<file path="src/rtl/mbe_divider_pkg.sv">
// Shared constants and types for the 48/24 restoring divider.
package div_pkg;
    localparam int DW = 24;
    localparam int NW = 2 * DW;

    typedef enum logic [1:0] {
        IDLE = 2'd0,
        RUN  = 2'd1,
        DONE = 2'd2
    } div_state_t;

    localparam logic [DW-1:0] Q_SAT = {DW{1'b1}};
endpackage

</file>
<file path="src/rtl/mbe_divider_if.sv">
// Operand/result handshake bundle for mbe_divider.
// valid/ready: a transfer happens on a rising clk edge where both valid and ready are high.
interface mbe_divider_if
    import div_pkg::*;
();
    logic          in_valid;
    logic          in_ready;
    logic [NW-1:0] dividend;
    logic [DW-1:0] divisor;
    logic          out_valid;
    logic          out_ready;
    logic [DW-1:0] quotient;
    logic [DW-1:0] remainder;
    logic          div_by_zero;
    logic          overflow;

    modport master (
        output in_valid, dividend, divisor, out_ready,
        input  in_ready, out_valid, quotient, remainder, div_by_zero, overflow
    );

    modport slave (
        input  in_valid, dividend, divisor, out_ready,
        output in_ready, out_valid, quotient, remainder, div_by_zero, overflow
    );
endinterface

</file>
<file path="src/rtl/mbe_divider_div_step.sv">
// One restoring-division iteration: shift in a dividend bit, subtract D if it fits.
module div_step
    import div_pkg::*;
(
    input  logic [DW:0]   p_i,
    input  logic          bit_i,
    input  logic [DW-1:0] d_i,
    output logic [DW:0]   p_o,
    output logic          q_o
);
    logic [DW+1:0] t;
    logic [DW+1:0] diff;

    // P < D keeps p_i[DW] clear, so T < 2^(DW+1); the top bit of diff is the borrow.
    assign t    = {p_i, bit_i};
    assign diff = t - {2'b00, d_i};
    assign q_o  = ~diff[DW+1];
    assign p_o  = q_o ? diff[DW:0] : t[DW:0];
endmodule

</file>
<file path="src/rtl/mbe_divider.sv">
// Sequential unsigned 48/24 restoring divider, one quotient bit per clock.
module mbe_divider
    import div_pkg::*;
(
    input  logic         clk,
    input  logic         rst_n,
    mbe_divider_if.slave bus,
    output div_state_t   state_o
);
    localparam logic [4:0] LAST_STEP = 5'(DW - 1);

    div_state_t    state_q, state_d;
    logic [4:0]    cnt_q, cnt_d;
    logic [DW:0]   p_q, p_d;
    logic [DW-1:0] n_q, n_d;
    logic [DW-1:0] d_q, d_d;
    logic [DW-1:0] quo_q, quo_d;
    logic [DW-1:0] rem_q, rem_d;
    logic          dbz_q, dbz_d;
    logic          ovf_q, ovf_d;
    logic [DW:0]   p_step;
    logic          q_bit;

    div_step u_step (
        .p_i   (p_q),
        .bit_i (n_q[DW-1]),
        .d_i   (d_q),
        .p_o   (p_step),
        .q_o   (q_bit)
    );

    always_comb begin
        state_d = state_q;
        cnt_d   = cnt_q;
        p_d     = p_q;
        n_d     = n_q;
        d_d     = d_q;
        quo_d   = quo_q;
        rem_d   = rem_q;
        dbz_d   = dbz_q;
        ovf_d   = ovf_q;
        case (state_q)
            IDLE: begin
                if (bus.in_valid) begin
                    state_d = RUN;
                    cnt_d   = '0;
                    d_d     = bus.divisor;
                    p_d     = {1'b0, bus.dividend[NW-1:DW]};
                    n_d     = bus.dividend[DW-1:0];
                    // Error results are settled now; RUN then spends one cycle before DONE.
                    if (bus.divisor == '0) begin
                        dbz_d = 1'b1;
                        quo_d = Q_SAT;
                        rem_d = bus.dividend[DW-1:0];
                    end else if (bus.dividend[NW-1:DW] >= bus.divisor) begin
                        ovf_d = 1'b1;
                        quo_d = Q_SAT;
                        rem_d = '0;
                    end
                end
            end
            RUN: begin
                if (dbz_q || ovf_q) begin
                    state_d = DONE;
                end else begin
                    p_d   = p_step;
                    n_d   = {n_q[DW-2:0], 1'b0};
                    quo_d = {quo_q[DW-2:0], q_bit};
                    if (cnt_q == LAST_STEP) begin
                        state_d = DONE;
                        rem_d   = p_step[DW-1:0];
                    end else begin
                        cnt_d = cnt_q + 5'd1;
                    end
                end
            end
            DONE: begin
                if (bus.out_ready) begin
                    state_d = IDLE;
                    dbz_d   = 1'b0;
                    ovf_d   = 1'b0;
                end
            end
            default: state_d = IDLE;
        endcase
    end

    always_ff @(posedge clk or negedge rst_n) begin
        if (!rst_n) begin
            state_q <= IDLE;
            cnt_q   <= '0;
            p_q     <= '0;
            n_q     <= '0;
            d_q     <= '0;
            quo_q   <= '0;
            rem_q   <= '0;
            dbz_q   <= 1'b0;
            ovf_q   <= 1'b0;
        end else begin
            state_q <= state_d;
            cnt_q   <= cnt_d;
            p_q     <= p_d;
            n_q     <= n_d;
            d_q     <= d_d;
            quo_q   <= quo_d;
            rem_q   <= rem_d;
            dbz_q   <= dbz_d;
            ovf_q   <= ovf_d;
        end
    end

    assign bus.in_ready    = (state_q == IDLE);
    assign bus.out_valid   = (state_q == DONE);
    assign bus.quotient    = quo_q;
    assign bus.remainder   = rem_q;
    assign bus.div_by_zero = dbz_q;
    assign bus.overflow    = ovf_q;
    assign state_o         = state_q;
endmodule
</file>
<file path="src/flat_wrapper.sv">
// flat-port wrapper written by rule: the top's interface ports become plain ports
module mbe_divider_flat import div_pkg::*;
  (clk, rst_n, state_o, bus_in_valid, bus_dividend, bus_divisor, bus_out_ready, bus_in_ready, bus_out_valid, bus_quotient, bus_remainder, bus_div_by_zero, bus_overflow);
  mbe_divider_if bus_i ();
  input  logic clk;
  input  logic rst_n;
  output div_state_t state_o;
  input wire logic [$bits(bus_i.in_valid)-1:0] bus_in_valid;
  input wire logic [$bits(bus_i.dividend)-1:0] bus_dividend;
  input wire logic [$bits(bus_i.divisor)-1:0] bus_divisor;
  input wire logic [$bits(bus_i.out_ready)-1:0] bus_out_ready;
  output wire logic [$bits(bus_i.in_ready)-1:0] bus_in_ready;
  output wire logic [$bits(bus_i.out_valid)-1:0] bus_out_valid;
  output wire logic [$bits(bus_i.quotient)-1:0] bus_quotient;
  output wire logic [$bits(bus_i.remainder)-1:0] bus_remainder;
  output wire logic [$bits(bus_i.div_by_zero)-1:0] bus_div_by_zero;
  output wire logic [$bits(bus_i.overflow)-1:0] bus_overflow;
  assign bus_i.in_valid = bus_in_valid;
  assign bus_i.dividend = bus_dividend;
  assign bus_i.divisor = bus_divisor;
  assign bus_i.out_ready = bus_out_ready;
  assign bus_in_ready = bus_i.in_ready;
  assign bus_out_valid = bus_i.out_valid;
  assign bus_quotient = bus_i.quotient;
  assign bus_remainder = bus_i.remainder;
  assign bus_div_by_zero = bus_i.div_by_zero;
  assign bus_overflow = bus_i.overflow;
  mbe_divider u_core (.clk(clk), .rst_n(rst_n), .bus(bus_i), .state_o(state_o));
endmodule
</file>
<file path="config.mk">
export PLATFORM = sky130hd
export DESIGN_NAME = mbe_divider_flat
export DESIGN_NICKNAME = d
export VERILOG_FILES = /design/src/rtl/mbe_divider_pkg.sv /design/src/rtl/mbe_divider_if.sv /design/src/rtl/mbe_divider_div_step.sv /design/src/rtl/mbe_divider.sv /design/src/flat_wrapper.sv
export SDC_FILE = /design/constraint.sdc
export NUM_CORES = 1
export LEC_CHECK = 0
export ABC_AREA = 1
export CAP_MARGIN = 5
export CORE_AREA = 2 2 162 164
export DETAILED_ROUTE_END_ITERATION = 8
export DIE_AREA = 0 0 164 166
export GPL_TIMING_DRIVEN = 0
export SYNTH_ARGS = -nofsm -noshare
export SYNTH_HDL_FRONTEND = slang
export SYNTH_SLANG_ARGS = --single-unit
</file>
<file path="constraint.sdc">
create_clock -name clk -period 2.1 [get_ports clk]
set_clock_uncertainty 0.05 [all_clocks]
set_input_delay 0.42 -clock clk [delete_from_list [all_inputs] [get_ports clk]]
set_output_delay 0.42 -clock clk [all_outputs]
set_load 0.03 [all_outputs]
</file>
==> flow_summary.ini <==
[floorplanning]
die_w_um = 164
fp.dieH_um = 166
fp-row-count = 59
boundaryPins = 130
start_util = 0.342
coreArea_sq_mm = 0.0256
die_area_sq_mm = 0.0272

[route]
drt_wl_total_mm = 32.6
route.top_layer_used = met4
viasPerCell = 5.00
wl_met2_mm = 15.6
drc = 0
drtPass1Iterations = 5
drt_iter0_drc = 554
vias = 9311
routedWlPerCell_um = 17.5
wl_met3_mm = 1.50
antenna_left = 0
wirelength_met1_mm = 14.5

[global_route]
grt_pass1_wl_mm = 50.5
gr-total-overflow = 0
grt_max_degree = 94
track_usage = 0.239
grt_pass1_vias = 9255
grt_antenna_before_repair = 0

[critical_path]
cp-end-kind = flip-flop
start_kind = flip-flop
timing.rr.end = u_core.p_q[4]$_DFFE_PN0P_
cp_cell_sequence = inv_2 -> ha_4 -> a21oi_4 -> nor2_1 -> nor2_1 -> nand2_2 -> a21oi_4 -> nand3_4 -> buf_12 -> nand3_1 -> nand3_4 -> a21oi_2
crit_path_top_delay_cell = dfrtp_1
r2r-start = u_core.d_q[22]$_DFFE_PN0P_
reg2regPathDepth = 12
regToRegSetupSlack_ps = -240
startpoint = u_core.d_q[22]$_DFFE_PN0P_
cp_max_fo = 6
slowest_delay_ps = 400
worstSetupPathType = reg2reg
critPathCapture = u_core.p_q[4]$_DFFE_PN0P_
worst_ep_arrival_time_ps = 2650
crit_required_ps = 2410

[sta]
relSlewSlack = 0.558
setup_viol = 52
min_period_ps = 2340
setup_ws_ps = -239
finalHoldViolCount = 0
finalSetupTns_ps = -9130
tightest_slew_ps = 663
rsz0062_at_grt = yes
finalMaxSlewViolations = 0
max_clock_freq_mhz = 428
fin_crit_sh = 1.11

[final_layout]
area_growth_pct = 56.0
nets = 1639
final_common_cell = nand2_1
antenna_cells = 0
drive_gt1_frac = 0.349
mostFrequentLayoutCells = nand2_1 (238), inv_1 (159), nor2_1 (130)

[cts]
clkTransAtPathRegs_ps = 70
root_buffer = clkbuf_16
clock_latency_ps = 430
htree_levels = 4
cts_tree = built
cts_sinks = 130
cts_buffers = 17
cts_max_path_buffers = 2

[yosys]
mappedNetlistNets = 1393
synth-warning-count = 0
synth_area_sq_mm = 0.00875
yosysTopAreaCell = dfrtp_1
synth_top_area_share = 0.372
syn_area_per_cell_sq_um = 6.91
seq_area_frac_synth = 0.372
netlist_instances = 1267
ys_ff_latch = 130
synth.distinct_cells = 43
synth_area_leaders = dfrtp_1 (37%), nand2_1 (14%), inv_1 (8.8%)

[status]
violations = setup timing
status = finished, violations left

[job]
max-cap-violations = 0

[place]
globalplace.congestion = 0.921
dp_hpwl_mm = 23.2
numPortBuffers = 129

[min_path]
min_from = bus_divisor[7]
hold_path_class = in2reg
metrics by stage:
step,utilization,worst slack (ps),instances,cell area (sq um),hold slack (ps)
floorplan,-,19.1,1267,8750,74.4
global placement,0.408,-4970,1731,10500,412
detailed placement,0.410,-926,1732,10500,301
CTS,0.500,-200,1828,12800,351
global route,0.533,-316,1861,13700,260
finish,0.533,-239,1861,13700,236
kinds of logic (layout without fill, tap and decap cells):
family / count (synthesis) / count (layout) / synth area share
XOR/XNOR: 11 / 11 / 0.0110
AO/OA/AOI/OAI: 200 / 200 / 0.121
adder cells (fa/ha/maj): 50 / 50 / 0.0723
flip-flops: 130 / 130 / 0.372
AND/OR/NAND/NOR: 621 / 623 / 0.310
buffers and inverters: 255 / 512 / 0.114
cell usage after synthesis, drive strengths merged:
master	number
a21oi	96
a22oi	7
a32o	1
and2	1
buf	17
clkbuf	22
clkinv	2
dfrtp	130
fa	1
ha	49
inv	214
nand2	347
nand3	78
nand3b	4
nand4	14
nor2	163
nor3	9
nor3b	1
nor4	3
o211ai	1
o21a	1
o21ai	87
o21bai	3
o221ai	2
o22ai	1
o31ai	1
or2	1
xnor2	3
xor2	8
critical path: cells and delay by family, from the launching register on:
family / cells / cell delay [ps]
simple gates: 6 / 790
compound gates: 3 / 480
flops: 1 / 400
buf+inv: 2 / 300
fa+ha+maj: 1 / 220
worst min-delay path by stage:
stage | to | cells after the start
after detailed placement | u_core.bus.remainder[4]$_DFFE_PN0P_ | 1
after CTS | u_core.d_q[6]$_DFFE_PN0P_ | 3
after global routing | u_core.d_q[12]$_DFFE_PN0P_ | 3
final | u_core.d_q[7]$_DFFE_PN0P_ | 3
after floorplan | u_core.bus.div_by_zero$_DFFE_PN0P_ | 0
after global placement | u_core.n_q[20]$_DFFE_PN0P_ | 2
routing by layer:
layer	global-route usage	vias up
met4	0.0889	0
met3	0.0392	64
met2	0.393	248
met5	0	-
li1	-	4498
met1	0.316	4501
flip-flops by register name, indices dropped and copies added, names as in the netlist:
register / cells
u_core.p_q: 25
u_core.bus.quotient: 24
u_core.bus.remainder: 24
u_core.d_q: 24
u_core.n_q: 24
u_core.cnt_q: 5
u_core.state_o: 2
u_core.bus.div_by_zero: 1
u_core.bus.overflow: 1
layout make-up:
cell class              count  area, sq um
plain buffers              39          304
clock buffers              17          425
clock inverters            15          146
fillers                  2350        12000
inverters                 216          820
multi-input cells         884         6240
flip-flops and latches    130         3250
well taps                 335          419
repair buffers            225         2050
what timing repair did:
item,CTS,global route
gates resized for setup,334,242
setup buffers,56,33
setup endpoints to repair,102,96
hold endpoints to repair,37,0
pin swaps,64,84
hold buffers,1,0
cloned,7,1
Power is not shown: default switching activity piles up to over one toggle a cycle in this logic, so the estimate is an artifact.
